`src/rtl/xlr8_xf_pkg.sv`:
```
// Shared types, bit positions and address-decode helper for the xlr8_xf_gen
// function-unit dispatcher.
package xlr8_xf_pkg;

  typedef enum logic {
    ST_IDLE,
    ST_RUN
  } xf_state_e;

  localparam int XF_MAX_UNITS = 16;

  localparam int CTRL_START_BIT = 6;
  localparam int CTRL_IRQ_BIT   = 5;

  localparam int STAT_DONE_BIT   = 7;
  localparam int STAT_UNSUP_BIT  = 6;
  localparam int STAT_REJECT_BIT = 5;
  localparam int STAT_BUSY_BIT   = 4;

  localparam logic [7:0] DM_BASE = 8'h60;

  // Registers at or above DM_BASE live in data-memory space, the rest in I/O space.
  function automatic logic reg_access(input logic [7:0] reg_adr,
                                      input logic [5:0] io_adr,
                                      input logic       io_stb,
                                      input logic       dm_sel,
                                      input logic [7:0] dm_adr,
                                      input logic       dm_stb);
    if (reg_adr >= DM_BASE) return dm_sel && dm_stb && (dm_adr == reg_adr);
    return io_stb && (io_adr == reg_adr[5:0]);
  endfunction

endpackage

```
`src/rtl/xlr8_xf_latcnt.sv`:
```
// 8-bit latency counter: loads a unit's latency, decrements towards zero and
// flags when the count has run out.
module xlr8_xf_latcnt
  import xlr8_xf_pkg::*;
(
  input  logic       cp2,
  input  logic       ireset,
  input  logic       load,
  input  logic [7:0] load_val,
  input  logic       dec,
  output logic       zero
);

  logic [7:0] count;

  // NOTE: sequential state uses non-blocking assignments and a synchronous
  // reset, so every register updates from the same pre-edge values.
  always_ff @(posedge cp2) begin
    if (!ireset)                    count <= '0;
    else if (load)                  count <= load_val;
    else if (dec && count != 8'd0)  count <= count - 8'd1;
  end

  assign zero = (count == 8'd0);

endmodule

```
`src/rtl/xlr8_xf_gen.sv`:
```
// Function-unit dispatcher: snapshots GPR operands, pulses a unit enable, waits
// its latency and captures the result. Optional interrupt: XLR8_XF_IRQ_EN.
module xlr8_xf_gen
  import xlr8_xf_pkg::*;
#(
  parameter int                     NUM_UNITS  = 8,
  parameter int                     DATA_W     = 32,
  parameter logic [NUM_UNITS*8-1:0] LATENCY    = {NUM_UNITS{8'd1}},
  parameter logic [7:0]             CTRL_ADR   = 8'h10,
  parameter logic [7:0]             STATUS_ADR = 8'h11,
  parameter logic [7:0]             R0_ADR     = 8'h0C,
  parameter int                     OPA_REG    = 22,
  parameter int                     OPB_REG    = 18
) (
  input  logic                        cp2,
  input  logic                        ireset,
  input  logic [5:0]                  adr,
  input  logic [7:0]                  dbus_in,
  output logic [7:0]                  dbus_out,
  input  logic                        iore,
  input  logic                        iowe,
  output logic                        out_en,
  input  logic [7:0]                  core_ramadr,
  input  logic                        core_ramre,
  input  logic                        core_ramwe,
  input  logic                        core_dm_sel,
  input  logic [255:0]                gprf,
  output logic [DATA_W-1:0]           xf_dataa,
  output logic [DATA_W-1:0]           xf_datab,
  output logic [NUM_UNITS-1:0]        xf_en,
  input  logic [NUM_UNITS*DATA_W-1:0] xf_result
`ifdef XLR8_XF_IRQ_EN
  ,
  output logic                        xf_irq
`endif
);

  localparam int NBYTES = DATA_W / 8;

  xf_state_e             state;
  logic [3:0]            unit_reg;
  logic                  st_done, st_unsup, st_reject, unsup_pend;
  logic [DATA_W-1:0]     result;
  logic                  cnt_zero;
  logic                  ctrl_we, ctrl_re, status_re;
  logic                  start_req, start_ok;
  logic [7:0]            wr_lat;
  logic [NUM_UNITS-1:0]  wr_en_vec;
  logic [DATA_W-1:0]     sel_result;
  logic [7:0]            ctrl_rd, status_rd;
  logic                  unused_bits;
`ifdef XLR8_XF_IRQ_EN
  logic                  irq_en;
`endif

  assign ctrl_we   = reg_access(CTRL_ADR, adr, iowe, core_dm_sel, core_ramadr, core_ramwe);
  assign ctrl_re   = reg_access(CTRL_ADR, adr, iore, core_dm_sel, core_ramadr, core_ramre);
  assign status_re = reg_access(STATUS_ADR, adr, iore, core_dm_sel, core_ramadr, core_ramre);

  assign start_req = ctrl_we && dbus_in[CTRL_START_BIT];
  // Out-of-range units never match below, so they look like latency 0 (unsupported).
  assign start_ok  = start_req && (state == ST_IDLE) && (wr_lat != 8'd0);

  // NOTE: every always_comb output gets a default first so no latch is inferred.
  always_comb begin
    wr_lat     = '0;
    wr_en_vec  = '0;
    sel_result = '0;
    for (int i = 0; i < NUM_UNITS; i++) begin
      if (dbus_in[3:0] == i[3:0]) begin
        wr_lat       = LATENCY[8*i +: 8];
        wr_en_vec[i] = 1'b1;
      end
      if (unit_reg == i[3:0]) sel_result = xf_result[DATA_W*i +: DATA_W];
    end
  end

  xlr8_xf_latcnt u_latcnt (
    .cp2      (cp2),
    .ireset   (ireset),
    .load     (start_ok),
    .load_val (wr_lat),
    .dec      (state == ST_RUN),
    .zero     (cnt_zero)
  );

  always_ff @(posedge cp2) begin
    if (!ireset) begin
      state      <= ST_IDLE;
      unit_reg   <= '0;
      xf_en      <= '0;
      xf_dataa   <= '0;
      xf_datab   <= '0;
      result     <= '0;
      st_done    <= 1'b0;
      st_unsup   <= 1'b0;
      st_reject  <= 1'b0;
      unsup_pend <= 1'b0;
`ifdef XLR8_XF_IRQ_EN
      irq_en     <= 1'b0;
`endif
    end else begin
      xf_en <= '0;
      // Read-to-clear comes first so a same-cycle completion overrides it.
      if (status_re && st_done) st_done <= 1'b0;
      case (state)
        ST_IDLE: begin
          if (unsup_pend) begin
            st_done    <= 1'b1;
            st_unsup   <= 1'b1;
            unsup_pend <= 1'b0;
          end
          if (ctrl_we) begin
            unit_reg <= dbus_in[3:0];
`ifdef XLR8_XF_IRQ_EN
            irq_en   <= dbus_in[CTRL_IRQ_BIT];
`endif
            if (start_req) begin
              xf_dataa  <= gprf[8*OPA_REG +: DATA_W];
              xf_datab  <= gprf[8*OPB_REG +: DATA_W];
              st_done   <= 1'b0;
              st_unsup  <= 1'b0;
              st_reject <= 1'b0;
              if (start_ok) begin
                xf_en      <= wr_en_vec;
                unsup_pend <= 1'b0;
                state      <= ST_RUN;
              end else begin
                unsup_pend <= 1'b1;
              end
            end
          end
        end
        ST_RUN: begin
          if (start_req) st_reject <= 1'b1;
          if (cnt_zero) begin
            result   <= sel_result;
            st_done  <= 1'b1;
            st_unsup <= 1'b0;
            state    <= ST_IDLE;
          end
        end
      endcase
    end
  end

  always_comb begin
    ctrl_rd              = '0;
    ctrl_rd[3:0]         = unit_reg;
`ifdef XLR8_XF_IRQ_EN
    ctrl_rd[CTRL_IRQ_BIT] = irq_en;
`endif
    status_rd                  = '0;
    status_rd[STAT_DONE_BIT]   = st_done;
    status_rd[STAT_UNSUP_BIT]  = st_unsup;
    status_rd[STAT_REJECT_BIT] = st_reject;
    status_rd[STAT_BUSY_BIT]   = (state == ST_RUN);

    dbus_out = '0;
    out_en   = 1'b0;
    if (ctrl_re) begin
      dbus_out = ctrl_rd;
      out_en   = 1'b1;
    end
    if (status_re) begin
      dbus_out = status_rd;
      out_en   = 1'b1;
    end
    for (int i = 0; i < NBYTES; i++) begin
      if (reg_access(R0_ADR + 8'(i), adr, iore, core_dm_sel, core_ramadr, core_ramre)) begin
        dbus_out = result[8*i +: 8];
        out_en   = 1'b1;
      end
    end
  end

`ifdef XLR8_XF_IRQ_EN
  assign xf_irq = irq_en & st_done;
`endif

  // Only the operand windows of the register file and some ctrl bits are used.
  assign unused_bits = ^{gprf, dbus_in};

endmodule

```
`config.mk`:
```
export PLATFORM = sky130hd
export DESIGN_NAME = xlr8_xf_gen
export DESIGN_NICKNAME = d
export VERILOG_FILES = /design/src/rtl/xlr8_xf_pkg.sv /design/src/rtl/xlr8_xf_latcnt.sv /design/src/rtl/xlr8_xf_gen.sv
export SDC_FILE = /design/constraint.sdc
export NUM_CORES = 1
export LEC_CHECK = 0
export ABC_AREA = 0
export CORE_AREA = 2 2 242 244
export DETAILED_ROUTE_END_ITERATION = 7
export DIE_AREA = 0 0 244 246
export GPL_TIMING_DRIVEN = 0
export SETUP_SLACK_MARGIN = 0.1
export SLEW_MARGIN = 20
export SYNTH_ARGS = -nofsm -noshare
export SYNTH_HDL_FRONTEND = slang
export SYNTH_SLANG_ARGS = --single-unit
export TNS_END_PERCENT = 30
```
`constraint.sdc`:
```
create_clock -name cp2 -period 3.5 [get_ports cp2]
set_input_delay 0.525 -clock cp2 [delete_from_list [all_inputs] [get_ports cp2]]
set_output_delay 0.525 -clock cp2 [all_outputs]
set_load 0.05 [all_outputs]
```
==> results of run 1 <==
per-stage QoR:
step / std cells / util (%)
6_report: 2159 / 22.8
5_1_grt: 2148 / 22.7
4_1_cts: 2140 / 22.6
2_1_floorplan: 930 / -
3_5_place_dp: 2109 / 21.6
3_3_place_gp: 2109 / 21.6
metal layers:
| layer | part of all wire, % | track usage [%] | vias up |
|---|---|---|---|
| li1 | - | - | 4191 |
| met1 | 38 | 17.2 | 4135 |
| met2 | 46 | 28.8 | 536 |
| met3 | 12 | 9.28 | 100 |
| met4 | 4.0 | 7.28 | 36 |
| met5 | 0.42 | 0 | - |
path summary, 6_finish.rpt:
| path | startpoint | end | slack [ns] | depth (start not counted) |
|---|---|---|---|---|
| max reg2reg | unit_reg[0] | result[31] | 0.42 | 7 |
| min reg2reg | xf_dataa[17] | xf_dataa[17] | 0.45 | 2 |
| max | adr[2] | dbus_out[2] | 0.14 | 7 |
| min | xf_dataa[17] | xf_dataa[17] | 0.45 | 2 |
critical path, cell delays in order:
cell	delay (ns)
clkdlybuf4s50_1	0.48
or3b_2	0.55
or3b_4	0.48
nor2_4	0.14
a21oi_1	0.10
o32ai_2	0.34
buf_6	0.22
cell usage in the layout, fill, tap and decap left out, drive strengths merged, types with 3 or more instances in the layout:
master / instances
o21a: 6
o31ai: 7
buf: 24
nor2b: 35
nor3: 8
a211o: 23
nor2: 28
clkbuf: 82
mux2: 35
clkdlybuf4s50: 405
o32ai: 4
nand2b: 28
a21oi: 55
diode: 19
a22oi: 10
nand4b: 4
inv: 27
xor2: 4
a221o: 30
or3b: 3
a31oi: 26
mux2i: 36
a21boi: 65
nand3: 4
nand2: 194
nor4: 3
o21ai: 72
nand3b: 9
dfxtp: 121
repair_timing:
item | 4_1_cts | 5_1_grt
endpoints found under the setup margin | 9 | 8
pin swaps | 0 | 3
gates resized for setup | 65 | 14
cell type report:
| cell class | instances | area share [%] |
|---|---|---|
| antenna | 19 | 0.364 |
| timing repair buffer | 414 | 31.7 |
| clock inverter | 15 | 1.18 |
| inverter | 17 | 0.488 |
| multi-input combinational | 710 | 34.4 |
| tap | 765 | 7.33 |
| buffer | 81 | 2.75 |
| sequential | 121 | 18.5 |
| clock buffer | 17 | 3.26 |
kinds of logic (layout without fill, tap and decap cells):
kind of cell / after synthesis / in the layout / share of synthesized area [%]
AND/OR/NAND/NOR: 325 / 325 / 20.9
AO/OA/AOI/OAI: 306 / 306 / 28.4
flip-flops: 121 / 121 / 33.3
buffers and inverters: 99 / 544 / 5.78
multiplexers: 72 / 72 / 10.7
XOR/XNOR: 5 / 5 / 0.602
adder cells (fa/ha/maj): 2 / 2 / 0.344
other: 0 / 19 / 0
power by group through the flow:
stage	Clock [µW]	Sequential, µW	Combinational (µW)
finish	1780	1380	655
floorplan	0	1420	144
global route	1890	1380	691
global placement	0	1410	655
detailed placement	0	1410	656
CTS	1830	1380	662
==> summary.md, run 1 <==
| Metric | Value |
|---|---|
| Status | complete, no violations |
| DP Worst Slack | -0.861 ns |
| Clock power frac | 46.6% |
| Register area | 2420 µm² |
| Mapped Area | 7270 µm² |
| Sequential power share | 36.2% |
| Clock buffer depth | 2 |
| Port Buf Inserts | 414 |
| Count leader, synth | nand2_1 |
| FP Rows | 88 |
| # DRC | 0 |
| DRT antenna net count | 0 |
| Initial Util | 12.7% |
| Critical path endpoint category | output port |
| Synth Instances | 930 |
| Layout cells sized above 1 | 8.00% |
| Synth area leader | dfxtp_1 |
| PwrDens | 292 nW/µm² |
| Via density | 4.17 |
| Synth top area share | 33.3% |
| Crit path launch type | primary input |
| Max-cap violations | 0 |
| Synth warn | 0 |
| Initial antenna violation count | 48 |
| Logic gate share of total power | 17.2% |
| CTS root buf | clkbuf_16 |
| I/O Pins | 622 |
| Worst min-delay path class | flip-flop to flip-flop |
| Instance area at placement | 12400 µm² |
| Sw Share | 26.5% |
| Switching power | 1010 µW |
| Worst-path clk slew | 0.06 ns |
| Largest net degree at the start of global routing | 20 |
| Clk_lat worst skew | 0.45 ns |
| Pint | 2800 µW |
| Final period utilization | 96.1% |
| CP Max Fanout | 4 |
| CTS tree | yes |
| 1st-iter DRT viols | 475 |
| Final setup violation count | 0 |
| Vias | 8998 |
| Flops & latches, synth | 121 |
| WHS | 0.448 ns |
| # hold bufs at CTS | 0 |
| F_max | 297 MHz |
| Req. time, crit path | 2.97 ns |
| Sequential area share after synthesis | 33.3% |
| Top post-synthesis cells by area | dfxtp_1 (33%), nand2_1 (10%), mux2_2 (5.4%) |
| GP Congestion | 0.964 |
| Relative slew slack | 36.6% |
| Net Count, Synth | 1473 |
| Number of H-tree levels | 4 |
| Vias in the first global route | 9159 |
| Worst Setup Slack, final | 0.136 ns |
| Fillers | 6374 |
| Max VDD drop | 372 µV |
| Async S/R FF share, synth | 0% |
| DIE HEIGHT | 246 µm |
| Routed WL per cell | 24.2 µm |
| Total track usage | 17.0% |
| Final Hold Viols | 0 |
| Core Box Area | 57400 µm² |
| Unique masters post-synth | 50 |
| CP Class | primary input to output port |
| Clock skew | 0.0118 ns |
| RSZ-0062 raised after global routing | true |
| EDFF count, synth | 0 |
| Cell area after layout | 13100 µm² |
| Area growth from synthesis to layout | 79.7% |
| Synth Flop Type | dfxtp_1 |
| Tot Pwr | 3810 µW |
| Final HPWL from detailed placement | 45800 µm |
| Global route overflow | 0 |
| Post-CTS setup buffer count | 0 |
| Drt total wl | 52200 µm |
| DRT Pass-1 Iters | 5 |
| Final worst path period need | 3.36 ns |
| Synth cell count leaders | nand2_1 (194), dfxtp_1 (121), o21ai_0 (71), clkbuf_1 (64), a21oi_1 (55) |
| Multi-input gate area | 4490 µm² |
| Top flop regs | result (32), xf_dataa (32), xf_datab (32) |
| Final Max Slew Viols | 0 |
| Data arrival, critical path | 2.84 ns |
| First-pass GRT wire length | 69800 µm |
| Leak | 0.00442 µW |
| Cts bufs inserted | 17 |
| Die X | 244 µm |
| Fin nets | 1905 |
| Syn Area/Cell | 7.82 µm² |
| Tightest Pin Transition | 0.948 ns |
| Full die area | 60000 µm² |
| Post-route setup TNS | 0 ns |
| Clock Sinks | 121 |
(Power assumes the default switching activity.)
==> inputs of run 2 (changes only) <==
- CAP_MARGIN: default -> 20
- REMOVE_ABC_BUFFERS: default -> 1
==> run 2 against run 1 <==
Net effect: final cell count is 4.0% lower; setup slack better by 0.069 ns; highest routed layer unchanged; largest power group unchanged; register-to-register slack better by 0.02 ns; critical path type unchanged; flip-flop and latch count stayed put; via count is 5.2% lower; final area is 1.5% lower.
==> summary.md, run 2 (synthesis gave the netlist of run 1 again) <==
| Metric | Value |
|---|---|
| Fillers | 6352 |
| Commonest non-fill, non-tap cell in the layout | clkdlybuf4s50_1 |
| Final worst path period need | 3.30 ns |
| Fin nets | 1834 |
| Final HPWL from detailed placement | 35100 µm |
| Clock buffer depth | 2 |
| Critical path capture point | dbus_out[2] |
| Data arrival, critical path | 2.77 ns |
| DP Worst Slack | -1.32 ns |
| Sequential power share | 36.6% |
| Stages on the worst setup path | 7 |
| Clock skew | 0.0138 ns |
| Final Max Slew Viols | 0 |
| Drt total wl | 43400 µm |
| Multi-input gate area | 4540 µm² |
| Critical path endpoint category | output port |
| Crit path launch type | primary input |
| Routed WL per cell | 20.9 µm |
| Setup slack, reg-to-reg | 0.44 ns |
| FP Rows | 88 |
| Final setup violation count | 0 |
| I/O Pins | 622 |
| R2R cell count | 5 |
| Sw Share | 27.3% |
| Max-cap violations | 0 |
| RSZ-0062 raised after global routing | true |
| Initial antenna violation count | 23 |
| Vias in the first global route | 8577 |
| Port Buf Inserts | 415 |
| WHS | 0.448 ns |
| R2r endpoint | result[30] |
| Most frequent cells in the layout | clkdlybuf4s50_1 (402), nand2_1 (192), dfxtp_1 (119) |
| Final Non-Filler Cells | 2073 |
| 1st-iter DRT viols | 264 |
| Final Hold Viols | 0 |
| Full die area | 60000 µm² |
| Worst R2R Start | unit_reg[2] |
| Clock Sinks | 121 |
| Placed insts | 2035 |
| Pint | 2740 µW |
| DRT antenna net count | 0 |
| DIE HEIGHT | 246 µm |
| Req. time, crit path | 2.97 ns |
| Final period utilization | 94.2% |
| Slowest CP cell | or3b_4 |
| Worst hold path depth | 2 |
| Core Box Area | 57400 µm² |
| Number of H-tree levels | 4 |
| Initial Util | 12.7% |
| Largest net degree at the start of global routing | 80 |
| Worst Setup Slack, final | 0.205 ns |
| F_max | 303 MHz |
| Leak | 0.00438 µW |
| CTS tree | yes |
| Via density | 4.12 |
| Die X | 244 µm |
| First-pass GRT wire length | 59200 µm |
| CP most frequent cell | or3b_4 |
| Final core occ | 22.4% |
| DRT Pass-1 Iters | 5 |
| CTS root buf | clkbuf_16 |
| Cts bufs inserted | 17 |
| GP Congestion | 0.871 |
| Max VDD drop | 333 µV |
| Area growth from synthesis to layout | 77.0% |
| CP Cell Sequence | clkdlybuf4s50_1 > or3b_4 > or3b_4 > nor2_4 > a21oi_1 > o32ai_1 > buf_4 |
| Worst min-delay path class | flip-flop to flip-flop |
| Register area | 2430 µm² |
| WP buf/inv | 2 |
| Worst-path clk slew | 0.06 ns |
| Worst Setup SP | adr[3] |
| Relative slew slack | 21.9% |
| CP Max Fanout | 4 |
| Worst path max stage delay | 0.48 ns |
| Tightest Pin Transition | 1.17 ns |
| Clock power frac | 47.3% |
| # hold bufs at CTS | 0 |
| Top flop regs | result (32), xf_dataa (32), xf_datab (32) |
| Status | complete, no violations |
| CP Class | primary input to output port |
| # DRC | 0 |
| Logic gate share of total power | 16.0% |
| Tot Pwr | 3770 µW |
| PwrDens | 293 nW/µm² |
| Layout cells sized above 1 | 8.44% |
| Clk_lat worst skew | 0.46 ns |
| Total track usage | 14.0% |
| Vias | 8532 |
| Global route overflow | 0 |
| Switching power | 1030 µW |
| Kind of cell adding the most delay to the critical path | simple AND/OR/NAND/NOR gates |
[run 2: cell types whose count changed in the layout (fill, tap and decap cells not counted), moves of 4 or more]
cell      change
buf_1         -5
buf_16        +4
buf_6         -7
clkbuf_1     -59
clkbuf_2      -5
diode_2      -15
[run 2: power by group through the flow]
stage | Combinational (µW) | Clock [µW] | Sequential [µW]
finish | 604 | 1780 | 1380
global placement | 601 | 0 | 1420
CTS | 609 | 1870 | 1380
global route | 642 | 1900 | 1380
floorplan | 124 | 0 | 1420
detailed placement | 603 | 0 | 1410
[run 2: worst min-delay path by stage]
| stage | endpoint | from |
|---|---|---|
| global route | xf_datab[28] | xf_datab[28] |
| detailed placement | xf_datab[10] | xf_datab[10] |
| global placement | xf_dataa[22] | xf_dataa[22] |
| floorplan | u_latcnt.count[5] | u_latcnt.count[5] |
| CTS | xf_dataa[5] | xf_dataa[5] |
| finish | xf_datab[10] | xf_datab[10] |
[run 2: repair_timing]
action                                  CTS  global route
buffers inserted                          0             1
gates cloned                              0             1
gates resized for setup                  66             8
endpoints found under the setup margin   11            74
pin swaps                                 3             4
[run 2: worst register-to-register path, cell delays in order, from the launching register on]
cell and delay, ns:
dfxtp_1 0.93, nor2b_4 0.76, and3b_1 0.62, a221o_1 0.44
nand2_1 0.12, a21oi_1 0.14
[run 2: metal layers]
metal  global-route usage, %  vias up  wire length [µm]
li1                        -     4041                 -
met1                    16.9     3923             19100
met5                       0        -                50
met2                    23.1      500             19400
met3                    4.79       60              3900
met4                    4.48        8               926
[run 2: through the flow]
stage / cell area, µm² / TNS (ns)
2_1_floorplan: 6920 / -27.94
3_3_place_gp: 12000 / -274.97
3_5_place_dp: 12200 / -24.92
4_1_cts: 12800 / 0
5_1_grt: 12900 / 0
6_report: 12900 / 0
[run 2: final cells by class]
class,count,share of cell area (%)
Multi-Input combinational cell,711,35.2
Timing Repair Buffer,423,33.4
Sequential cell,121,18.9
Tap cell,765,7.43
Clock buffer,17,3.30
Clock inverter,15,1.17
Inverter,17,0.496
Antenna cell,4,0.0777
==> inputs of run 3 (changes only) <==
- HOLD_SLACK_MARGIN: default -> 0.08
- TNS_END_PERCENT: 30 -> default
==> run 3 against run 2 <==
Net effect: setup slack got worse by 0.046 ns; die area unchanged; critical path depth unchanged; worst hold slack improved by 0.0011 ns; sequential power about the same; combinational power about the same; count of clock-buffer cells in the layout unchanged; highest routed layer unchanged; via count decreased by 0.76%; non-clock buffer count decreased by 1; clock power about the same.
==> summary.md, run 3 (synthesis gave the netlist of run 1 again) <==
| Metric | Value |
|---|---|
| Status | complete, no violations |
| Data arrival, critical path | 2.82 ns |
| Initial antenna violation count | 23 |
| Clock Sinks | 121 |
| Total track usage | 14.1% |
| CTS root buf | clkbuf_16 |
| Clock skew | 0.0143 ns |
| Final period utilization | 95.5% |
| Worst path max stage delay | 0.51 ns |
| Clk_lat worst skew | 0.46 ns |
| Critical path endpoint category | output port |
| Layout cells sized above 1 | 8.67% |
| Initial Util | 12.7% |
| Clock power frac | 47.2% |
| DRT Pass-1 Iters | 5 |
| Top flop regs | result (32), xf_dataa (32), xf_datab (32) |
| Global route overflow | 0 |
| Fin nets | 1833 |
| Req. time, crit path | 2.97 ns |
| Via density | 4.09 |
| Sequential power share | 36.7% |
| Tot Pwr | 3760 µW |
| Final worst path period need | 3.34 ns |
| Placed insts | 2035 |
| Core Box Area | 57400 µm² |
| GP Congestion | 0.871 |
| Final core occ | 22.5% |
| Slowest CP cell | or3b_4 |
| DRT antenna net count | 0 |
| Drt total wl | 43200 µm |
| Area growth from synthesis to layout | 77.4% |
| Logic gate share of total power | 16.1% |
| Clock buffer depth | 2 |
| # hold bufs at CTS | 0 |
| CP Max Fanout | 4 |
| I/O Pins | 622 |
| Pint | 2740 µW |
| Worst min-delay path class | flip-flop to flip-flop |
| WHS | 0.449 ns |
| Setup slack, reg-to-reg | 0.40 ns |
| Full die area | 60000 µm² |
| CP Class | primary input to output port |
| Worst-path clk slew | 0.06 ns |
| Port Buf Inserts | 415 |
| Worst Setup SP | adr[3] |
| R2r endpoint | result[30] |
| RSZ-0062 raised after global routing | false |
| Final Hold Viols | 0 |
| Commonest non-fill, non-tap cell in the layout | clkdlybuf4s50_1 |
| First-pass GRT wire length | 59600 µm |
| Number of H-tree levels | 4 |
| Max VDD drop | 333 µV |
| Critical path capture point | dbus_out[1] |
| Vias in the first global route | 8591 |
| FP Rows | 88 |
| Final Non-Filler Cells | 2072 |
| Fillers | 6357 |
| Post-route setup TNS | 0 ns |
| Worst R2R Start | unit_reg[2] |
| Sw Share | 27.2% |
| Max-cap violations | 0 |
| Post-CTS setup buffer count | 0 |
| Vias | 8467 |
| Crit path launch type | primary input |
| Cts bufs inserted | 17 |
| Tightest Pin Transition | 1.14 ns |
| DIE HEIGHT | 246 µm |
| Final Max Slew Viols | 0 |
| 1st-iter DRT viols | 282 |
| Routed WL per cell | 20.9 µm |
| Switching power | 1030 µW |
| PwrDens | 292 nW/µm² |
| R2R cell count | 5 |
| Final setup violation count | 0 |
| Largest net degree at the start of global routing | 80 |
| CP Cell Sequence | clkdlybuf4s50_1 > or3b_4 > or3b_4 > nor2_4 > a21oi_1 > o32ai_2 > buf_6 |
| Relative slew slack | 23.6% |
| Final HPWL from detailed placement | 35100 µm |
| Die X | 244 µm |
| CP most frequent cell | or3b_4 |
| Most frequent cells in the layout | clkdlybuf4s50_1 (401), nand2_1 (192), dfxtp_1 (119) |
| F_max | 299 MHz |
| CTS tree | yes |
| # DRC | 0 |
| Leak | 0.00437 µW |
-- run 3: changes by cell type in the layout (fill, tap and decap cells not counted), sizes merged --
cell,before,now
clkbuf,17,18
dlygate4sd2,1,0
clkdlybuf4s50,402,401
dlymetal6s2s,2,3
clkdlybuf4s15,0,1
buf,18,16
-- run 3: area by class of cell --
| cell class | count | area (µm²) | area share, % |
|---|---|---|---|
| Clock buffer | 17 | 425 | 3.30 |
| Timing Repair Buffer | 422 | 4310 | 33.4 |
| Tap cell | 765 | 957 | 7.42 |
| Multi-Input combinational cell | 711 | 4560 | 35.3 |
| Antenna cell | 4 | 10.0 | 0.0776 |
| Clock inverter | 15 | 150 | 1.16 |
| Inverter | 17 | 63.8 | 0.495 |
| Sequential cell | 121 | 2430 | 18.8 |
-- run 3: timing repair --
| action | in CTS | in global routing |
|---|---|---|
| setup endpoints to repair | 11 | 41 |
| endpoints found under the hold margin | 0 | 0 |
| pin swaps | 4 | 7 |
| resized for setup | 69 | 13 |
| cloned | 1 | 0 |
-- run 3: worst min path at each step --
stage | start | end | slack (ns) | cells after the start
after floorplan | u_latcnt.count[5] | u_latcnt.count[5] | 0.48 | 2
after global placement | xf_dataa[22] | xf_dataa[22] | 0.44 | 2
after detailed placement | xf_datab[10] | xf_datab[10] | 0.44 | 2
after CTS | xf_dataa[5] | xf_dataa[5] | 0.45 | 2
after global routing | xf_datab[28] | xf_datab[28] | 0.47 | 2
final | xf_datab[10] | xf_datab[10] | 0.45 | 2
-- run 3: power by group through the flow --
stage / Clock [µW] / Combinational, µW / Sequential (µW)
3_3_place_gp: 0 / 601 / 1420
6_report: 1780 / 605 / 1380
3_5_place_dp: 0 / 603 / 1410
4_1_cts: 1870 / 610 / 1380
5_1_grt: 1900 / 642 / 1380
2_1_floorplan: 0 / 124 / 1420
-- run 3: per-layer routing --
| layer | global-route usage (%) | wire (µm) |
|---|---|---|
| met1 | 17.1 | 18900 |
| met2 | 23.2 | 19300 |
| met3 | 4.77 | 3910 |
| met4 | 4.73 | 1090 |
| met5 | 0 | 50 |
-- run 3: through the flow --
step	cell area (µm²)	setup slack [ns]
2_1_floorplan	6920	-1.49
3_3_place_gp	12000	-4.61
3_5_place_dp	12200	-1.32
4_1_cts	12800	0.0576
5_1_grt	12900	0.129
6_report	12900	0.159
-- run 3: worst max-delay path: cells and delay by family --
family          cells  cell delay [ns]
simple gates        3             1.11
buf+inv             2             0.68
compound gates      2             0.49
